===== config.mk =====
export PLATFORM = sky130hd
export DESIGN_NAME = dmem_arbiter
export DESIGN_NICKNAME = d
export VERILOG_FILES = /design/src/rtl/dmem_arb_pkg.sv /design/src/rtl/arb_starve_counter.sv /design/src/rtl/dmem_arbiter.sv
export SDC_FILE = /design/constraint.sdc
export NUM_CORES = 1
export LEC_CHECK = 0
export ABC_CLOCK_PERIOD_IN_PS = 1100
export BUFFER_PORTS_ARGS = -buffer_cell sky130_fd_sc_hd__buf_4
export CORE_AREA = 5 5 105 107
export DETAILED_ROUTE_END_ITERATION = 7
export DIE_AREA = 0 0 110 112
export SYNTH_ARGS = -nofsm -noshare
export SYNTH_HDL_FRONTEND = slang
export SYNTH_SLANG_ARGS = --single-unit

===== constraint.sdc =====
create_clock -name clk -period 1.1 [get_ports clk]
set_input_delay 0.055 -clock clk [delete_from_list [all_inputs] [get_ports clk]]
set_output_delay 0.055 -clock clk [all_outputs]
set_load 0.005 [all_outputs]

===== src/rtl/dmem_arb_pkg.sv =====
// ---------------------------------------------------------------------------
// dmem_arb_pkg
// Shared types and constants for the data-memory arbiter.
//   rdOwnerT             : who owns the read data returning from memory this cycle
//   STARVE_LIMIT_DEFAULT : default number of lost auxiliary cycles before the
//                          auxiliary port is forced a grant (fair mode only)
// Optional feature macro used by the arbiter: DMEM_ARB_FAIR_EN
// ---------------------------------------------------------------------------
package dmem_arb_pkg;

  typedef enum logic [1:0] {
    OWN_NONE = 2'd0,
    OWN_CPU  = 2'd1,
    OWN_AUX  = 2'd2
  } rdOwnerT;

  localparam int STARVE_LIMIT_DEFAULT = 4;

endpackage


===== src/rtl/arb_starve_counter.sv =====
// ---------------------------------------------------------------------------
// arb_starve_counter
// Saturating counter that tracks how many consecutive cycles the auxiliary
// port lost arbitration. When the count reaches LIMIT, forceOut is raised so
// the arbiter hands the next grant to the auxiliary port.
// Only instantiated when DMEM_ARB_FAIR_EN is defined.
// Ports:
//   clk      in  : clock, rising edge
//   reset    in  : synchronous, active-high; clears the count
//   inc      in  : auxiliary lost a contended cycle
//   clear    in  : auxiliary was granted; restart the count
//   forceOut out : count has reached LIMIT
// ---------------------------------------------------------------------------
module arb_starve_counter #(
  parameter int LIMIT = 4
) (
  input  logic clk,
  input  logic reset,
  input  logic inc,
  input  logic clear,
  output logic forceOut
);

  localparam int CW = (LIMIT < 1) ? 1 : $clog2(LIMIT + 1);
  localparam logic [CW-1:0] LimitVal = CW'(LIMIT);

  logic [CW-1:0] count;

  // Clear wins over increment; the count holds once it reaches the limit.
  always_ff @(posedge clk) begin
    if (reset) begin
      count <= '0;
    end else if (clear) begin
      count <= '0;
    end else if (inc && (count != LimitVal)) begin
      count <= count + CW'(1);
    end
  end

  assign forceOut = (count == LimitVal);

endmodule


===== src/rtl/dmem_arbiter.sv =====
// ---------------------------------------------------------------------------
// dmem_arbiter
// Shares the single-port data memory between the CPU memory stage and an
// auxiliary (debug / program loader) port. One access is granted per cycle,
// the loser is stalled, and synchronous-read data (1-cycle latency) is routed
// back to whichever requester issued the load.
// Optional feature macro: DMEM_ARB_FAIR_EN
//   defined     : starvation guard forces an auxiliary grant after
//                 STARVE_LIMIT consecutive lost contended cycles
//   not defined : CPU has strict priority
// Ports:
//   clk, reset                       : clock and synchronous active-high reset
//   cpu_req/we/addr/wdata            : CPU request (level, held until accepted)
//   cpu_stall                        : CPU request not accepted this cycle
//   cpu_rvalid/cpu_rdata             : CPU load data, one cycle after grant
//   aux_req/we/addr/wdata            : auxiliary request, same semantics
//   aux_gnt                          : auxiliary request accepted this cycle
//   aux_rvalid/aux_rdata             : auxiliary load data, one cycle after grant
//   mem_addr/mem_we/mem_wdata        : data-memory bus (word address)
//   mem_rdata                        : memory read data, valid one cycle later
// ---------------------------------------------------------------------------
module dmem_arbiter #(
  parameter int DBITS               = 32,
  parameter int DMEM_ADDR_BITS_HI   = 13,
  parameter int DMEM_ADDR_BITS_LO   = 2,
  parameter int DMEM_ADDR_BIT_WIDTH = 11,
  parameter int STARVE_LIMIT        = dmem_arb_pkg::STARVE_LIMIT_DEFAULT
) (
  input  logic                           clk,
  input  logic                           reset,
  input  logic                           cpu_req,
  input  logic                           cpu_we,
  input  logic [DBITS-1:0]               cpu_addr,
  input  logic [DBITS-1:0]               cpu_wdata,
  output logic                           cpu_stall,
  output logic                           cpu_rvalid,
  output logic [DBITS-1:0]               cpu_rdata,
  input  logic                           aux_req,
  input  logic                           aux_we,
  input  logic [DBITS-1:0]               aux_addr,
  input  logic [DBITS-1:0]               aux_wdata,
  output logic                           aux_gnt,
  output logic                           aux_rvalid,
  output logic [DBITS-1:0]               aux_rdata,
  output logic [DMEM_ADDR_BIT_WIDTH-1:0] mem_addr,
  output logic                           mem_we,
  output logic [DBITS-1:0]               mem_wdata,
  input  logic [DBITS-1:0]               mem_rdata
);

  import dmem_arb_pkg::*;

  logic    forceAux;
  logic    cpuGnt;
  rdOwnerT rdOwner;
  rdOwnerT rdOwnerNext;

  // Address bits outside the word slice are deliberately ignored, so
  // addresses wrap modulo the memory size.
  logic unusedAddr;
  assign unusedAddr = ^{cpu_addr, aux_addr};

`ifdef DMEM_ARB_FAIR_EN
  logic starveInc;

  // A contended cycle the auxiliary port loses counts towards starvation.
  assign starveInc = aux_req & cpu_req & ~forceAux;

  arb_starve_counter #(
    .LIMIT(STARVE_LIMIT)
  ) uStarveCounter (
    .clk      (clk),
    .reset    (reset),
    .inc      (starveInc),
    .clear    (aux_gnt),
    .forceOut (forceAux)
  );
`else
  logic [31:0] unusedLimit;
  assign unusedLimit = 32'(STARVE_LIMIT);
  assign forceAux    = 1'b0;
`endif

  // Same-cycle grant decision: CPU wins a contended cycle unless the
  // starvation guard is forcing the auxiliary port through.
  assign cpuGnt    = cpu_req & ~forceAux;
  assign aux_gnt   = aux_req & (~cpu_req | forceAux);
  assign cpu_stall = cpu_req & ~cpuGnt;

  // Drive the memory bus from the granted requester; an idle bus is all zero.
  always_comb begin
    mem_we    = 1'b0;
    mem_addr  = '0;
    mem_wdata = '0;
    if (cpuGnt) begin
      mem_we    = cpu_we;
      mem_addr  = cpu_addr[DMEM_ADDR_BITS_HI-1:DMEM_ADDR_BITS_LO];
      mem_wdata = cpu_wdata;
    end else if (aux_gnt) begin
      mem_we    = aux_we;
      mem_addr  = aux_addr[DMEM_ADDR_BITS_HI-1:DMEM_ADDR_BITS_LO];
      mem_wdata = aux_wdata;
    end
  end

  // Read-owner register: remembers who issued the load whose data the
  // memory returns next cycle.
  always_ff @(posedge clk) begin
    if (reset) begin
      rdOwner <= OWN_NONE;
    end else begin
      rdOwner <= rdOwnerNext;
    end
  end

  // Only granted loads claim the returning read data; stores and idle
  // cycles leave the next cycle unowned.
  always_comb begin
    rdOwnerNext = OWN_NONE;
    if (cpuGnt && !cpu_we) begin
      rdOwnerNext = OWN_CPU;
    end else if (aux_gnt && !aux_we) begin
      rdOwnerNext = OWN_AUX;
    end
  end

  // Return path. Gating with reset means a reset raised in the cycle after
  // a load grant hides that load's data immediately, not one cycle later.
  always_comb begin
    cpu_rvalid = (rdOwner == OWN_CPU) && !reset;
    aux_rvalid = (rdOwner == OWN_AUX) && !reset;
    cpu_rdata  = cpu_rvalid ? mem_rdata : '0;
    aux_rdata  = aux_rvalid ? mem_rdata : '0;
  end

endmodule


==> reports/results.ini, run 1 <==
[clock_network]
clock_path_buffers = 2
ctsHoldBuffers = 0
cts_buffers = 3
clockRootBuffer = clkbuf_8
clk_pin_slew_worst_paths_ns = 0.03
cts_tree = done
cts.sinks = 2
cts_htree_levels = 1

[setup_path]
crit_fanout = 8
path_class = flop to output pin
worstPathRequired_ns = 1.04
cpLargestDelayFamily = flip-flops
slowest_stage = dfxtp_2
start_kind = flop
crit_chain = nand2b_4 -> clkbuf_16 -> nor2_2 -> buf_4
end_kind = output pin
worstPathArrival_ns = 1.15
slowest_delay_ns = 0.32
cp_num_buf_inv = 2

[sta]
rsz0062_at_grt = true
fin_ws_ns = -0.107
drv_slew = 0
final_hold_viol_count = 0
period_needed_ns = 1.21
timing.setup.tns_ns = -4.21
fmax_mhz = 829
finalCritPeriodShare_pct = 110
setup_viol = 66

[placed_design]
port_buffers = 234
gp_congestion = 0.771
dpl.hpwl_mm = 6.09

[grt]
grt_max_degree = 47
grt_pass1_vias = 2094
grt_pass1_wl_mm = 9.85
grtUsageTotal_pct = 9.85
antenna_found_initial = 0
grt-ovfl-total = 0

[final_layout]
largest_register = rdOwner
final_common_cell = buf_4
diodes = 0
multiInputGateArea_sq_mm = 0.00113
fillers = 1038
largest_reg_flops = 2
final_cell_mix = buf_4 (211), a22o_1 (44), nand2b_1 (32)
drive_gt1_share_pct = 74.1
final_nets = 565
area_delta_synth_final_pct = 221
seqCellArea_sq_um = 42.5
reg.largest.list = rdOwner: 2 flops

[routing]
viasPerCell = 4.07
drt_iter0_markers = 86
vias = 2167
drc = 0
wire_per_inst_um = 15.8
drt-total-wl_mm = 8.44
drtAntennaViolNets = 0
dr.pass1.iters = 4

[logic_synthesis]
synth_warnings = 0
syn_area_sq_mm = 0.00106
ys_seq_elements = 2
synth_cell_types = 12
netlist_instances = 172
yosysSeqAreaShare_pct = 3.76
syn-num-nets = 338
synth_area_per_cell_sq_um = 6.19

[power_and_ir_drop]
power.total_mw = 1.40
powerDensity_mw_per_mm2 = 410
power_switching_mw = 0.452
clkPwrFrac_pct = 20.2
intPower_mw = 0.950
pwr-share-comb_pct = 74.2
pwr-share-seq_pct = 5.6
swShare_pct = 32.2
peakVddDrop_mv = 0.574
p_leak_nw = 1.67

[floorplan]
start_util_pct = 10.6
rows = 37
core_area_sq_mm = 0.0100
die_w_um = 110
io_pins = 278
die_h_um = 112
dieArea_sq_mm = 0.0123

[status]
status = finished with violations
violations = setup timing

[worst_hold_path]
hp-class = input pin to flop

[flow_run]
maxCapViolCount = 0

[cells in the mapped netlist]
cell type,instances,share of area [%]
nor2b_4,1,1.3
buf_4,1,0.71
dfxtp_1,2,3.8
buf_6,6,6.3
conb_1,1,0.35
a22o_1,44,36
buf_2,8,3.8
clkbuf_1,7,2.5
nor2_1,66,23
nor3b_2,1,1.2
nor3b_1,1,0.71
nand2b_1,34,20
[area by class of cell]
cell class | instances | share of cell area (%)
clock buffer | 3 | 1.21
multi-input combinational | 148 | 32.9
sequential | 2 | 1.24
tap | 136 | 4.97
timing repair buffer | 244 | 59.7
[power groups by stage]
| stage | sequential, mW | combinational (mW) | clock, mW |
|---|---|---|---|
| 3_5_place_dp | 0.0774 | 0.933 | 0 |
| 4_1_cts | 0.0765 | 0.936 | 0.295 |
| 6_report | 0.0788 | 1.04 | 0.283 |
| 5_1_grt | 0.0788 | 1.11 | 0.306 |
| 3_3_place_gp | 0.0774 | 0.922 | 0 |
| 2_1_floorplan | 0.0772 | 0.318 | 0 |
[through the flow]
step	hold WS [ns]	instance area (sq um)	utilization [%]	worst slack [ns]	cells
after floorplan	0.126	1060	-	0.214	172
after global placement	0.227	2920	29.0	0.116	524
after detailed placement	0.231	2920	29.0	0.101	524
after CTS	0.0128	2960	29.5	-0.0789	527
after global routing	0.00933	3420	34.1	-0.148	533
final	0.0132	3420	34.1	-0.107	533
[path summary, 6_finish.rpt]
check	from	to	slack, ns	depth (start not counted)
setup / recovery	rdOwner[1]	cpu_rdata[2]	-0.11	4
hold / removal	cpu_we	rdOwner[0]	0.01	2
[cell families (layout without fill, tap and decap cells)]
group | Yosys count | in the layout | share of synthesized area, %
other | 1 | 1 | 0.352
AOI/OAI and AO/OA | 44 | 44 | 36.2
buffers and inverters | 22 | 247 | 13.3
DFF | 2 | 2 | 3.76
and+or+nand+nor | 103 | 103 | 46.4
[routing by layer]
| layer | vias to the layer above | GRT usage [%] | part of all wire [%] | routed length (um) |
|---|---|---|---|---|
| li1 | 1041 | - | - | - |
| met2 | 140 | 20.2 | 56 | 4720 |
| met1 | 982 | 9.51 | 33 | 2810 |
| met3 | 4 | 2.67 | 10 | 861 |
| met5 | - | 0 | 0 | 0 |
| met4 | 0 | 1.58 | 0.49 | 41 |
[timing repair]
item / 4_1_cts / 5_1_grt
pin swaps: 0 / 16
resized for setup: 1 / 96
cloned: 0 / 6
setup endpoints to repair: 66 / 66
setup buffers: 0 / 0
Note: power is estimated with default switching activity, not from simulation.
==> run 2: changes to the inputs <==
Settings changed: ABC_CLOCK_PERIOD_IN_PS 1100 to 1250.
Clock period 1.1 ns to 1.25 ns, I/O delays scaled along.
==> reports/results.ini, run 2 (synthesis gave the netlist of run 1 again) <==
[status]
status = completed  ; was finished with violations

[clock_network]
clock_path_buffers = 2  ; unchanged
clk_pin_slew_worst_paths_ns = 0.03  ; about the same
cts_buffers = 3  ; unchanged
cts_htree_levels = 1  ; unchanged
cts_tree = done  ; unchanged
clockRootBuffer = clkbuf_8  ; unchanged
cts.sinks = 2  ; unchanged

[grt]
grtUsageTotal_pct = 10.2  ; was 9.85%
grt_pass1_vias = 2145  ; was 2094
antenna_found_initial = 0  ; unchanged
grt_pass1_wl_mm = 10.2  ; was 9.85 mm
grt_max_degree = 47  ; unchanged
grt-ovfl-total = 0  ; unchanged

[final_layout]
area_delta_synth_final_pct = 178  ; was 221%
final_nets = 559  ; was 565
fillers = 1071  ; was 1038
drive_gt1_share_pct = 63.2  ; was 74.1%
final_cell_mix = buf_4 (235), nor2_1 (62), a22o_1 (44), nand2b_1 (34), nor2_2 (4)  ; was buf_4 (211), a22o_1 (44), nand2b_1 (32)
seqCellArea_sq_um = 40.0  ; was 42.5 sq um
multiInputGateArea_sq_um = 893  ; was 0.00113 sq mm
final_common_cell = buf_4  ; unchanged
reg.largest.list = rdOwner: 2 flops  ; unchanged
largest_register = rdOwner  ; unchanged
diodes = 0  ; unchanged
largest_reg_flops = 2  ; unchanged

[power_and_ir_drop]
powerDensity_mw_per_mm2 = 382  ; was 410 mW/mm^2
p_leak_nw = 1.58  ; was 1.67 nW
peakVddDrop_mv = 0.498  ; was 0.574 mV

[floorplan]
die_w_um = 110  ; unchanged
die_h_um = 112  ; unchanged
dieArea_sq_mm = 0.0123  ; unchanged
start_util_pct = 10.6  ; unchanged
rows = 37  ; unchanged
core_area_sq_mm = 0.0100  ; unchanged
io_pins = 278  ; unchanged

[routing]
wire_per_inst_um = 13.6  ; was 15.8 um
viasPerCell = 3.99  ; was 4.07
dr.pass1.iters = 4  ; unchanged
vias = 2104  ; was 2167
drc = 0  ; unchanged
drtAntennaViolNets = 0  ; unchanged
drt-total-wl_mm = 7.17  ; was 8.44 mm
drt_iter0_markers = 105  ; was 86

[sta]
fmax_mhz = 842
period_needed_ns = 1.19
drv_slew = 0  ; unchanged
final_hold_viol_count = 0  ; unchanged
rsz0062_at_grt = true  ; unchanged
finalCritPeriodShare_pct = 95.0
holdWs_ns = 0.0301  ; was 0.0132 ns
setup_viol = 0  ; was 66
fin_ws_ns = 0.0630  ; was -0.107 ns

[setup_path]
worstPathArrival_ns = 1.12  ; was 1.15 ns
path_class = flop to output pin  ; unchanged
start_kind = flop  ; unchanged
end_kind = output pin  ; unchanged
crit_fanout = 33  ; was 8
worstPathRequired_ns = 1.19  ; was 1.04 ns

[placed_design]
gp_congestion = 0.766  ; was 0.771
dpl.hpwl_mm = 6.16  ; was 6.09 mm
dp_slack_ns = 0.192  ; was 0.101 ns
port_buffers = 234  ; unchanged

[worst_hold_path]
hp-class = input pin to flop  ; unchanged

[flow_run]
maxCapViolCount = 0  ; unchanged

-- run 2: metrics by stage --
stage	total power, mW	util [%]	area [sq um]	TNS (ns)	instances
6_report	1.13	29.5	2960	0	527
5_1_grt	1.22	29.5	2960	-0.00222	527
4_1_cts	1.15	29.2	2940	0	527
3_5_place_dp	0.884	28.8	2890	0	524
3_3_place_gp	0.873	28.8	2890	0	524
2_1_floorplan	0.348	-	1060	0	172
-- run 2: worst paths after layout --
check | start | to | slack (ns) | depth (start not counted)
worst max-delay path | rdOwner[0] | aux_rdata[27] | 0.06 | 4
worst min-delay path | cpu_we | rdOwner[0] | 0.03 | 2
-- run 2: power breakdown --
part	internal [mW]	switching, mW	leakage, nW
Sequential	0.0666	0.000770	0.0164
Clock	0.203	0.0463	0.0216
Combinational	0.526	0.289	1.54
Total	0.796	0.336	1.58
-- run 2: repair_timing --
item / 4_1_cts / 5_1_grt
buffers inserted: 0 / 0
hold buffers: 0 / 0
pin swaps: 0 / 0
resized for setup: 1 / 8
setup endpoints to repair: 30 / 65
-- run 2: final cells by class --
type / instances / share of cell area (%)
Tap cell: 136 / 5.74
Timing Repair Buffer: 238 / 61.4
Multi-Input combinational cell: 148 / 30.1
Sequential cell: 2 / 1.35
Clock buffer: 3 / 1.39
-- run 2: critical path, stage by stage, from the launching register on --
cell,delay (ns)
dfxtp_1,0.29
nand2b_1,0.17
buf_12,0.18
nor2_1,0.15
buf_4,0.13
-- run 2: per-layer routing --
metal	global-route usage, %	up-vias	wire length [um]
met5	0	-	0
met4	0.998	0	0
met3	2.72	0	875
met2	21.6	144	3940
met1	9.54	938	2360
li1	-	1022	-
==> run 3: changes to the inputs <==
Settings changed: ABC_CLOCK_PERIOD_IN_PS 1250 to 1300.
Clock period 1.25 ns to 1.3 ns, I/O delays scaled along.
==> reports/results.ini, run 3 (synthesis gave the netlist of run 1 again) <==
[final_layout]
final_nets = 560  ; was 559
diodes = 0  ; unchanged
area_delta_synth_final_pct = 177  ; was 178%
drive_gt1_share_pct = 62.2  ; was 63.2%
final_common_cell = buf_4  ; unchanged
final_cells = 528  ; was 527
final_cell_mix = buf_4 (236), nor2_1 (66), a22o_1 (44), nand2b_1 (34), clkbuf_8 (3)  ; was buf_4 (235), nor2_1 (62), a22o_1 (44), nand2b_1 (34), nor2_2 (4)
reg.largest.list = rdOwner: 2 flops  ; unchanged
fin_area_sq_mm = 0.00295  ; was 0.00296 sq mm
largest_register = rdOwner  ; unchanged
largest_reg_flops = 2  ; unchanged
post-route-util_pct = 29.4  ; was 29.5%
fillers = 1086  ; was 1071

[setup_path]
slowest_delay_ns = 0.31  ; was 0.29 ns
start_kind = flop  ; unchanged
crit_chain = nand2b_1 -> buf_6 -> nor2_1 -> buf_4  ; was nand2b_1 -> buf_12 -> nor2_1 -> buf_4
crit_fanout = 33  ; unchanged
worstPathArrival_ns = 1.13  ; was 1.12 ns
worstPathRequired_ns = 1.24  ; was 1.19 ns
end_kind = output pin  ; unchanged
path_class = flop to output pin  ; unchanged
slowest_stage = dfxtp_1  ; unchanged
cpLargestDelayFamily = buffers and inverters  ; was simple AND/OR/NAND/NOR gates
cp_num_buf_inv = 2  ; unchanged

[sta]
fmax_mhz = 834
drv_slew = 0  ; unchanged
period_needed_ns = 1.20
rsz0062_at_grt = false  ; was true
finalCritPeriodShare_pct = 92.3
setup_viol = 0  ; unchanged
final_hold_viol_count = 0  ; unchanged
timing.setup.tns_ns = 0  ; unchanged

[routing]
viasPerCell = 3.98  ; was 3.99
dr.pass1.iters = 4  ; unchanged
drt-total-wl_mm = 7.16  ; was 7.17 mm
drt_iter0_markers = 102  ; was 105
vias = 2102  ; was 2104
drc = 0  ; unchanged
wire_per_inst_um = 13.6  ; about the same
drtAntennaViolNets = 0  ; unchanged

[grt]
grt_pass1_vias = 2058  ; was 2145
busiest_layer = met2  ; unchanged
grtUsageTotal_pct = 9.92  ; was 10.2%
antenna_found_initial = 0  ; unchanged
gr-usage-met2_pct = 20.7  ; was 21.6%
grtUsageMet3_pct = 2.84  ; was 2.72%
grt_max_degree = 37  ; was 47
grt_pass1_wl_mm = 9.91  ; was 10.2 mm
met1_usage_pct = 9.20  ; was 9.54%
grt-ovfl-total = 0  ; unchanged

[clock_network]
clockRootBuffer = clkbuf_8  ; unchanged
cts_htree_levels = 1  ; unchanged
ctsHoldBuffers = 0  ; unchanged
cts.sinks = 2  ; unchanged
clk_pin_slew_worst_paths_ns = 0.03  ; about the same
clock_path_buffers = 2  ; unchanged
cts_buffers = 3  ; unchanged
cts_tree = done  ; unchanged

[placed_design]
dp.cells = 525  ; was 524
dpl.hpwl_mm = 6.17  ; was 6.16 mm
gp_congestion = 0.780  ; was 0.766
place_area_sq_mm = 0.00290  ; was 0.00289 sq mm
port_buffers = 234  ; unchanged

[floorplan]
start_util_pct = 10.6  ; unchanged
dieArea_sq_mm = 0.0123  ; unchanged
io_pins = 278  ; unchanged
rows = 37  ; unchanged
core_area_sq_mm = 0.0100  ; unchanged
die_w_um = 110  ; unchanged
die_h_um = 112  ; unchanged

[flow_run]
maxCapViolCount = 0  ; unchanged

[power_and_ir_drop]
peakVddDrop_mv = 0.492  ; was 0.498 mV
powerDensity_mw_per_mm2 = 368  ; was 382 mW/mm^2
p_leak_nw = 1.58  ; about the same

[worst_hold_path]
hp-class = input pin to flop  ; unchanged

[status]
status = completed  ; unchanged

run 3: final cells by class:
type	instances	area, sq um	share of cell area, %
Timing Repair Buffer	239	1810	61.5
Multi-Input combinational cell	148	883	30.0
Tap cell	136	170	5.77
Clock buffer	3	41.3	1.40
Sequential cell	2	40.0	1.36
run 3: metal layers:
metal | part of all wire (%) | up-vias
met5 | 0 | -
met4 | 0.59 | 0
met3 | 12 | 2
met2 | 54 | 143
met1 | 33 | 932
li1 | - | 1025
run 3: report_power, final:
group	total (mW)	internal [mW]	switching, mW
Sequential	0.0648	0.0640	0.000749
Clock	0.239	0.195	0.0440
Combinational	0.781	0.505	0.276
run 3: what timing repair did:
action                     in CTS  in global routing
resized for setup               0                  2
setup endpoints to repair       0                 54
setup buffers                   0                  0
hold endpoints to repair        0                  0
run 3: per-stage QoR:
stage	hold slack [ns]	power (mW)	setup slack, ns
final	0.0302	1.08	0.101
after global routing	0.0348	1.17	0.0271
after CTS	0.0224	1.10	0.0172
after detailed placement	0.240	0.851	0.239
after global placement	0.238	0.842	0.255
after floorplan	0.136	0.334	0.404
run 3: path summary, 6_finish.rpt:
kind,start,to,slack [ns],depth (start not counted)
max,rdOwner[0],aux_rdata[7],0.10,4
min,cpu_we,rdOwner[0],0.03,2
